### src/rtl/mcp_useq_pkg.sv
// Shared types for the MCP-1631 microprogram sequencer: sequencing ops,
// sequencer states and the location-counter width.
package lsi_useq_pkg;

   localparam int unsigned LC_W = 11;

   typedef logic [LC_W-1:0] lc_t;

   typedef enum logic [2:0] {
      USQ_INC  = 3'd0,
      USQ_JMP  = 3'd1,
      USQ_CALL = 3'd2,
      USQ_RET  = 3'd3,
      USQ_CJMP = 3'd4,
      USQ_HALT = 3'd5
   } usq_op_e;

   typedef enum logic [1:0] {
      S_RST  = 2'd0,
      S_RUN  = 2'd1,
      S_HALT = 2'd2
   } useq_state_e;

endpackage

### src/rtl/mcp_useq_if.sv
// Control-decode <-> sequencer bus: the current microword's sequencing
// fields in, the MicROM address and sequencer status out.
interface mcp_useq_if;
   import lsi_useq_pkg::*;

   logic       pin_stall;
   logic [2:0] pin_op;
   lc_t        pin_na;
   logic       pin_cond;
   logic       pin_trap;
   lc_t        pin_tvec;
   lc_t        pin_lc;
   logic       pin_mv;
   logic [3:0] pin_sp;
   logic       pin_err;

   modport master (
      output pin_stall, pin_op, pin_na, pin_cond, pin_trap, pin_tvec,
      input  pin_lc, pin_mv, pin_sp, pin_err
   );

   modport slave (
      input  pin_stall, pin_op, pin_na, pin_cond, pin_trap, pin_tvec,
      output pin_lc, pin_mv, pin_sp, pin_err
   );

endinterface

### src/rtl/mcp_useq_retstk.sv
// Return-address LIFO for the sequencer. Push on a full stack and pop on an
// empty stack are ignored here; the caller owns the error policy.
module mcp_retstk
   import lsi_useq_pkg::*;
#(
   parameter int unsigned STK_DEPTH = 4
) (
   input  logic       pin_clk,
   input  logic       pin_nrst,
   input  logic       push,
   input  logic       pop,
   input  lc_t        din,
   output lc_t        top,
   output logic [3:0] depth,
   output logic       full,
   output logic       empty
);

   lc_t        mem_q [STK_DEPTH];
   lc_t        mem_d [STK_DEPTH];
   logic [3:0] depth_q;
   logic [3:0] depth_d;

   assign full  = (depth_q == 4'(STK_DEPTH));
   assign empty = (depth_q == '0);
   assign depth = depth_q;

   always_comb begin
      mem_d   = mem_q;
      depth_d = depth_q;
      if (push && !full) begin
         for (int unsigned i = 0; i < STK_DEPTH; i++) begin
            if (4'(i) == depth_q) mem_d[i] = din;
         end
         depth_d = depth_q + 4'd1;
      end else if (pop && !empty) begin
         depth_d = depth_q - 4'd1;
      end
   end

   always_comb begin
      top = '0;
      for (int unsigned i = 0; i < STK_DEPTH; i++) begin
         if (4'(i) + 4'd1 == depth_q) top = mem_q[i];
      end
   end

   always_ff @(posedge pin_clk or negedge pin_nrst) begin
      if (!pin_nrst) begin
         depth_q <= '0;
         mem_q   <= '{default: '0};
      end else begin
         depth_q <= depth_d;
         mem_q   <= mem_d;
      end
   end

endmodule

### src/rtl/mcp_useq.sv
// MicROM location-counter sequencer: pc tracks the word on the ROM output,
// and the next address is decoded combinationally from that word's op.
module mcp_useq
   import lsi_useq_pkg::*;
#(
   parameter lc_t         RESET_VEC = 11'h000,
   parameter int unsigned STK_DEPTH = 4
) (
   input  logic         pin_clk,
   input  logic         pin_nrst,
   mcp_useq_if.slave    bus
);

   useq_state_e state_q, state_d;
   lc_t         pc_q, pc_d;
   logic        err_q, err_d;
   lc_t         lc;
   lc_t         pc_inc;
   logic        mv;
   logic        push, pop;
   lc_t         stk_top;
   logic [3:0]  stk_depth;
   logic        stk_full, stk_empty;

   assign pc_inc = pc_q + LC_W'(1);

   mcp_retstk #(.STK_DEPTH(STK_DEPTH)) u_retstk (
      .pin_clk  (pin_clk),
      .pin_nrst (pin_nrst),
      .push     (push),
      .pop      (pop),
      .din      (pc_inc),
      .top      (stk_top),
      .depth    (stk_depth),
      .full     (stk_full),
      .empty    (stk_empty)
   );

   always_comb begin
      state_d = state_q;
      pc_d    = pc_q;
      err_d   = err_q;
      lc      = pc_q;
      mv      = 1'b0;
      push    = 1'b0;
      pop     = 1'b0;
      case (state_q)
         S_RST: begin
            lc      = RESET_VEC;
            pc_d    = RESET_VEC;
            state_d = S_RUN;
         end
         S_RUN: begin
            mv = 1'b1;
            if (!bus.pin_stall) begin
               if (bus.pin_trap) begin
                  lc = bus.pin_tvec;
               end else begin
                  case (bus.pin_op)
                     USQ_JMP: lc = bus.pin_na;
                     USQ_CALL: begin
                        // jump is taken even when the return push is dropped
                        lc = bus.pin_na;
                        if (stk_full) err_d = 1'b1;
                        else          push  = 1'b1;
                     end
                     USQ_RET: begin
                        if (stk_empty) begin
                           lc    = RESET_VEC;
                           err_d = 1'b1;
                        end else begin
                           lc  = stk_top;
                           pop = 1'b1;
                        end
                     end
                     USQ_CJMP: lc = bus.pin_cond ? bus.pin_na : pc_inc;
                     USQ_HALT: begin
                        lc      = pc_q;
                        state_d = S_HALT;
                     end
                     default: lc = pc_inc;
                  endcase
               end
               pc_d = lc;
            end
         end
         S_HALT: begin
            if (bus.pin_trap && !bus.pin_stall) begin
               lc      = bus.pin_tvec;
               pc_d    = bus.pin_tvec;
               state_d = S_RUN;
            end
         end
         default: begin
            lc      = RESET_VEC;
            state_d = S_RST;
         end
      endcase
   end

   always_ff @(posedge pin_clk or negedge pin_nrst) begin
      if (!pin_nrst) begin
         state_q <= S_RST;
         pc_q    <= RESET_VEC;
         err_q   <= 1'b0;
      end else begin
         state_q <= state_d;
         pc_q    <= pc_d;
         err_q   <= err_d;
      end
   end

   assign bus.pin_lc  = lc;
   assign bus.pin_mv  = mv;
   assign bus.pin_sp  = stk_depth;
   assign bus.pin_err = err_q;

endmodule
### src/flat_wrapper.sv
// flat-port wrapper written by rule: the top's interface ports become plain ports
module mcp_useq_flat import lsi_useq_pkg::*;
#(
   parameter lc_t         RESET_VEC = 11'h000,
   parameter int unsigned STK_DEPTH = 4
)
  (pin_clk, pin_nrst, bus_pin_stall, bus_pin_op, bus_pin_na, bus_pin_cond, bus_pin_trap, bus_pin_tvec, bus_pin_lc, bus_pin_mv, bus_pin_sp, bus_pin_err);
  mcp_useq_if bus_i ();
  input  logic pin_clk;
  input  logic pin_nrst;
  input wire logic [$bits(bus_i.pin_stall)-1:0] bus_pin_stall;
  input wire logic [$bits(bus_i.pin_op)-1:0] bus_pin_op;
  input wire logic [$bits(bus_i.pin_na)-1:0] bus_pin_na;
  input wire logic [$bits(bus_i.pin_cond)-1:0] bus_pin_cond;
  input wire logic [$bits(bus_i.pin_trap)-1:0] bus_pin_trap;
  input wire logic [$bits(bus_i.pin_tvec)-1:0] bus_pin_tvec;
  output wire logic [$bits(bus_i.pin_lc)-1:0] bus_pin_lc;
  output wire logic [$bits(bus_i.pin_mv)-1:0] bus_pin_mv;
  output wire logic [$bits(bus_i.pin_sp)-1:0] bus_pin_sp;
  output wire logic [$bits(bus_i.pin_err)-1:0] bus_pin_err;
  assign bus_i.pin_stall = bus_pin_stall;
  assign bus_i.pin_op = bus_pin_op;
  assign bus_i.pin_na = bus_pin_na;
  assign bus_i.pin_cond = bus_pin_cond;
  assign bus_i.pin_trap = bus_pin_trap;
  assign bus_i.pin_tvec = bus_pin_tvec;
  assign bus_pin_lc = bus_i.pin_lc;
  assign bus_pin_mv = bus_i.pin_mv;
  assign bus_pin_sp = bus_i.pin_sp;
  assign bus_pin_err = bus_i.pin_err;
  mcp_useq #(.RESET_VEC(RESET_VEC), .STK_DEPTH(STK_DEPTH)) u_core (.pin_clk(pin_clk), .pin_nrst(pin_nrst), .bus(bus_i));
endmodule
### config.mk
export PLATFORM = sky130hd
export DESIGN_NAME = mcp_useq_flat
export DESIGN_NICKNAME = d
export VERILOG_FILES = /design/src/rtl/mcp_useq_pkg.sv /design/src/rtl/mcp_useq_if.sv /design/src/rtl/mcp_useq_retstk.sv /design/src/rtl/mcp_useq.sv /design/src/flat_wrapper.sv
export SDC_FILE = /design/constraint.sdc
export NUM_CORES = 1
export LEC_CHECK = 0
export ABC_AREA = 1
export CORE_AREA = 2 2 93 95
export CTS_CLUSTER_DIAMETER = 40
export DETAILED_ROUTE_END_ITERATION = 6
export DIE_AREA = 0 0 95 97
export PLACE_DENSITY = 0.75
export SETUP_SLACK_MARGIN = 0.05
export SLEW_MARGIN = 20
export SYNTH_ARGS = -nofsm -noshare
export SYNTH_HDL_FRONTEND = slang
export SYNTH_SLANG_ARGS = --single-unit
### constraint.sdc
create_clock -name pin_clk -period 4.85 [get_ports pin_clk]
set_input_delay 0.7275 -clock pin_clk [delete_from_list [all_inputs] [get_ports pin_clk]]
set_output_delay 0.7275 -clock pin_clk [all_outputs]
set_load 0.05 [all_outputs]
* Yosys cells after proc, flatten, opt, wreduce, memory -nomap -nowiden
Index checks and enable logic that the tools add are counted.
** Storage, ports and cells
- Output and inout port bits :: 17
- Memory bits (read-only) :: 0
- Bits in latches :: 0
- Word-level logic and storage cells :: 82
- Memories kept :: 0
- Register bits :: 62
- Bits in writable memories :: 0
** Cells by class
- Multiply operators :: 0
- Div/mod/pow operators :: 0
- Muxes and demuxes :: 33
- Bitwise gates (word level) :: 2
- Equality and inequality tests :: 18
- Magnitude comparators :: 0
- Shift operators :: 0
- Add/sub/neg operators :: 3
- Reductions and logical operators :: 18
** Operators with widths (number)
- 2-to-1 mux 11 bit :: 9
- one-hot mux 11 bit (4 select lines) :: 1
- one-hot mux 11 bit (3 select lines) :: 1
- one-hot mux 11 bit (2 select lines) :: 1
- 2-to-1 mux 1 bit :: 13
- adder 11 x 1 -> 11 bit, second input constant :: 1
- inequality test 2 bit, second input constant :: 5
- == test 2 x 4 -> 1 bit, first input constant :: 2
- 2-to-1 mux 2 bit :: 4
- 2-to-1 mux 4 bit :: 2
- AND reduction 2 bit :: 4
- == test 3 x 2 -> 1 bit, second input constant :: 2
- == test 3 bit, second input constant :: 2
- one-hot mux 2 bit (3 select lines) :: 1
- AND reduction 6 bit :: 1
- adder 4 x 1 -> 4 bit, second input constant :: 1
- == test 1 x 4 -> 1 bit, first input constant :: 1
- == test 3 x 4 -> 1 bit, first input constant :: 1
- == test 4 x 3 -> 1 bit, second input constant :: 1
- zero test 4 bit :: 1
- AND reduction 4 bit :: 1
- nonzero test 2 bit :: 2
- subtractor 4 x 1 -> 4 bit, second input constant :: 1
- == test 3 x 1 -> 1 bit, second input constant :: 1
- 10 further kinds :: 15

* Logic depth before layout (Yosys ltp)
- Depth in word-level cells :: 10
- Gate-level depth with buffers :: 15
- Gate-level depth less buffers :: 15

* Cells and area by module
Synthesis repeated with hierarchy kept, for this count alone.
** Unflattened totals
- Cells, all modules :: 626
- Area, all modules :: 4377.9 sq um
** Modules (own cells, without submodules)
- mcp_retstk :: sequential area each 1201.2 sq um, cells each 315, times used 1, area each 2494.9 sq um
- mcp_useq :: sequential area each 350.3 sq um, cells each 311, times used 1, area each 1883.1 sq um

* Worst setup path after synthesis
Ideal clock, no wire load.
- Kind :: reg-to-output
- Start :: register u_core.u_retstk.depth_q[0], in the netlist u_core.u_retstk.depth[0]
- End :: output port bus_pin_lc[5]
- Setup slack :: 1505 ps
- Cell stages (with the launch flop) :: 11
- Path buffers :: 1
- Data arrival time :: 2618 ps
- Path through :: dfrtp_1 -> inv_1 -> ha_1 -> nand3_1 -> buf_2 -> inv_1 -> a21oi_1 -> nand2_1 -> nand3_1 -> nand2_1 -> a21oi_1
** On the way
- Word-level cells in the longest chain between the ends :: 10
- Elaborated cells between the ends (all ways) :: 14
- Those cells by class :: eq/ne (4); mux (9); reduce/logical (1)
** RTL lines
- from (decl) :: line mcp_useq_retstk.sv:21 : logic [3:0] depth_q;
- from (signal assigned) :: line mcp_useq_retstk.sv:53 : depth_q <= depth_d;
- == test 1 x 4 -> 1 bit :: line mcp_useq_retstk.sv:44 : if (4'(i) + 4'd1 == depth_q) top = mem_q[i];
- 2-to-1 mux 11 bit (4 in series) :: line mcp_useq_retstk.sv:44
- 2-to-1 mux 11 bit * :: line mcp_useq.sv:68 : if (stk_empty) begin
- one-hot mux 11 bit (4 select lines) * :: line mcp_useq.sv:59 : case (bus.pin_op)
- 2-to-1 mux 11 bit * :: line mcp_useq.sv:56 : if (bus.pin_trap) begin
- 2-to-1 mux 11 bit * :: line mcp_useq.sv:55 : if (!bus.pin_stall) begin
- one-hot mux 11 bit (2 select lines) * :: line mcp_useq.sv:47 : case (state_q)
- to (decl) :: line flat_wrapper.sv:17 : output wire logic [$bits(bus_i.pin_lc)-1:0] bus_pin_lc;
Every way passes the cells marked *; elsewhere a longest branch is shown, timed or not.

* Final worst setup path
- Start :: input port bus_pin_trap
- End :: output port bus_pin_lc[1]
** On the way
- Word-level cells in the longest chain between the ends :: 3
- Elaborated cells between the ends (all ways) :: 5
- Those cells by class :: mux (4); reduce/logical (1)
** RTL lines
- from (decl) :: line flat_wrapper.sv:15 : input wire logic [$bits(bus_i.pin_trap)-1:0] bus_pin_trap;
- 2-to-1 mux 11 bit or logical AND 1 bit (tied branches) :: line mcp_useq.sv:56, mcp_useq.sv:88
- 2-to-1 mux 11 bit, on equally long branches
- one-hot mux 11 bit (2 select lines) * :: line mcp_useq.sv:47
Marks and branches as above.

==> flow_summary_export.csv <==
group,metric,value,unit
outcome,outcome,"finished clean",
placement,postPlaceCellArea,4756,um^2
logic_synthesis,synth_area_per_cell,7.204,um^2
floorplanning,dieArea,9215,um^2
route,drc,0,
clock_network,path_clk_slew,0.06,ns
critical_path,r2r_cells,10,
logic_synthesis,synth_ff_type,"dfrtp_1",
timing,finClkSkew,0.008132,ns
placement,io_buffers,46,
logic_synthesis,synth_most_common_cell,"nand2_1",
clock_network,postCtsSetupBuffers,0,
global_routing,grt_max_degree,63,
clock_network,cts_tree,"yes",
timing,finalMaxSlewViolations,0,
cells_and_area,fin_area,4972,um^2
timing,grt_setup_unrepaired,"false",
timing,setup_ws,0.7164,ns
critical_path,reg2reg_slack,2.38,ns
cells_and_area,syn_to_final_growth,16.00,%
timing,finalSetupViolations,0,
clock_network,clk_latency,0.35,ns
power_and_ir_drop,p_per_area,428.9,nW/um^2
logic_synthesis,synth_compound_area_share,17.75,%
critical_path,r2r-end,"u_core.u_retstk.mem_q[23]",
clock_network,clock-root-buffer,"clkbuf_8",
floorplanning,start_util,52.70,%
cells_and_area,drive_gt1_share,11.58,%
critical_path,path_class,"input port to primary output",
clock_network,ctsResizeCount,0,
logic_synthesis,ys_seq_elements,62,
min_path,hold_path_class,"flop to flop",
clock_network,cts_max_path_buffers,2,
cells_and_area,multi_input_area,2327,um^2
logic_synthesis,synth-xor-area-share,1.810,%
global_routing,grt_pass1_vias,3886,
route,wl_per_cell,14.09,um
critical_path,critPathArrivalTime,3.41,ns
global_routing,grt_first_pass_wirelength,18080,um
route,via_per_inst,5.316,
placement,place_hpwl,7778,um
logic_synthesis,yosys-top-cells-area,"dfrtp_1 36%, nand2_1 18%, nand3_1 5.7%",
global_routing,antenna_found_initial,0,
clock_network,cts_buffers,9,
placement,pre_cts_slack,0.7399,ns
floorplanning,io_pins,47,
cells_and_area,fin_cells,744,
placement,gp_congestion,0.9181,
logic_synthesis,synth_warnings,0,
run,maxCapViolations,0,
logic_synthesis,synthSimpleGateAreaFrac,31.82,%
clock_network,numClockSinks,62,
logic_synthesis,synth_top_family_by_area,"simple AND/OR/NAND/NOR gates",
cells_and_area,diodes,0,
logic_synthesis,synthArstFlopShare,100.0,%
clock_network,cts_hold_buf,0,
global_routing,overflow,0,
cells_and_area,nFillCells,739,
placement,dpl.cell_count,728,
route,drtIter0Drc,232,
timing,fmax,241.9,MHz
timing,slew_headroom,46.68,%
power_and_ir_drop,vdd_drop_max,0.3908,mV
logic_synthesis,yosysTopAreaCell,"dfrtp_1",
timing,min_period_over_period,85.23,%
critical_path,startpoint,"bus_pin_trap",
logic_synthesis,synth_cell_type_count,35,
timing,setup_tns,0,ns
critical_path,critPathLaunchType,"input port",
timing,worstMarginPinSlew,0.7998,ns
critical_path,worstPathRequired,4.12,ns
logic_synthesis,synth_mux_area_share,0,%
floorplanning,die_h,97,um
logic_synthesis,synth_top_area_share,36.19,%
critical_path,endpoint,"bus_pin_lc[1]",
min_path,hold_depth,2,
route,drtPass1Iterations,5,
cells_and_area,seq_area,1551,um^2
logic_synthesis,yosysSeqAreaShare,36.19,%
timing,period_minus_slack,4.134,ns
critical_path,r2r_start,"u_core.u_retstk.depth[0]",
floorplanning,die_x,95,um
clock_network,ctsHtreeMaxLevel,3,
logic_synthesis,synth_edf_count,0,
timing,hold_slack,0.4756,ns
cells_and_area,num-nets-final,674,
power_and_ir_drop,p_leak,2.518,nW
route,wl,10480,um
critical_path,worstPathMaxFanout,29,
floorplanning,rows,33,
timing,hold_viol_final,0,
global_routing,grt_use_total,24.41,%
logic_synthesis,synth_common_cells,"203 x nand2_1, 62 x dfrtp_1, 59 x inv_1, 49 x nand3_1, 36 x o21ai_0",
route,vias,3955,
logic_synthesis,syn_area,4287,um^2
route,postRouteAntennaNets,0,
floorplanning,core-area,8134,um^2
logic_synthesis,postSynthCellCount,595,
logic_synthesis,syn_nets,635,
logic_synthesis,yosys.area_share.adder,2.919,%
critical_path,cp-end-kind,"primary output",
## final cells by class
type	instances	area share [%]
Multi-Input combinational cell	442	46.80
Timing Repair Buffer	49	9.612
Clock inverter	3	1.359
Sequential cell	62	31.20
Tap cell	105	2.642
Clock buffer	13	2.994
Inverter	70	5.385
## through the flow
stage	total power [mW]	util, %
global placement	1.612	58.47
global route	2.271	61.13
CTS	2.136	61.13
detailed placement	1.626	58.47
finish	2.133	61.13
floorplan	1.349	-
## flip-flops by register name, indices dropped and copies added (netlist names)
signal / cells
u_core.bus.pin_err: 1
u_core.pc_q: 11
u_core.state_q: 2
u_core.u_retstk.depth: 4
u_core.u_retstk.mem_q: 44
## cell usage in the layout (no fill, tap or decap), types with 2 or more instances in the layout
| cell | n |
|---|---|
| clkbuf_8 | 10 |
| xor2_1 | 5 |
| a21oi_1 | 26 |
| bufinv_16 | 2 |
| o21ai_0 | 36 |
| nor2_1 | 23 |
| ha_1 | 10 |
| clkbuf_1 | 3 |
| nand4_1 | 10 |
| nor2_4 | 4 |
| o21ai_2 | 28 |
| buf_4 | 3 |
| nand3_1 | 49 |
| inv_4 | 2 |
| or2_2 | 5 |
| xnor2_1 | 2 |
| a22oi_1 | 10 |
| nand2_1 | 203 |
| clkinv_1 | 2 |
| clkdlybuf4s50_1 | 45 |
| nand2_2 | 3 |
| o21bai_1 | 4 |
| inv_2 | 7 |
| o22ai_1 | 2 |
| dfrtp_1 | 62 |
| o21ai_1 | 4 |
| nor2_8 | 4 |
| inv_1 | 59 |
| o211ai_1 | 8 |
## kinds of logic after synthesis
kind of cell	after synthesis
and+or+nand+nor	305
AOI/OAI and AO/OA	119
buffers and inverters	91
DFF	62
adders and majority gates	10
xor gates and xnor gates	8
## worst max-delay path, stage by stage
cell and delay, ns:
clkdlybuf4s50_1 0.59, nand2_1 0.49, inv_1 0.28, nand2_1 0.10
o21ai_0 0.08, inv_1 0.06, nand2_1 0.06, nand2_1 0.06
a21oi_1 0.14, clkdlybuf4s50_1 0.82
## per-layer routing
| layer | wire (um) | global-route usage (%) | share of wire, % |
|---|---|---|---|
| met1 | 4970 | 34.28 | 47 |
| met2 | 4909 | 38.41 | 47 |
| met3 | 414 | 3.271 | 4.0 |
| met4 | 187 | 8.584 | 1.8 |
| met5 | 0 | 0 | 0 |
## power breakdown
group | switching (mW) | total (mW) | leakage [nW] | internal (mW)
combinational | 0.647 | 0.936 | 1.61 | 0.289
clock | 0.206 | 0.510 | 0.104 | 0.304
sequential | 0.107 | 0.686 | 0.802 | 0.580
total | 0.959 | 2.13 | 2.52 | 1.17
## worst min-delay path by stage
stage / startpoint / end / slack, ns
detailed placement: u_core.u_retstk.mem_q[18] / u_core.u_retstk.mem_q[18] / 0.46
floorplan: pin_nrst / u_core.bus.pin_err / 0.43
global placement: u_core.u_retstk.mem_q[20] / u_core.u_retstk.mem_q[20] / 0.46
finish: u_core.u_retstk.mem_q[2] / u_core.u_retstk.mem_q[2] / 0.48
global route: u_core.u_retstk.mem_q[4] / u_core.u_retstk.mem_q[4] / 0.50
CTS: u_core.u_retstk.mem_q[18] / u_core.u_retstk.mem_q[18] / 0.48
Power figures use the tool's default switching activity.
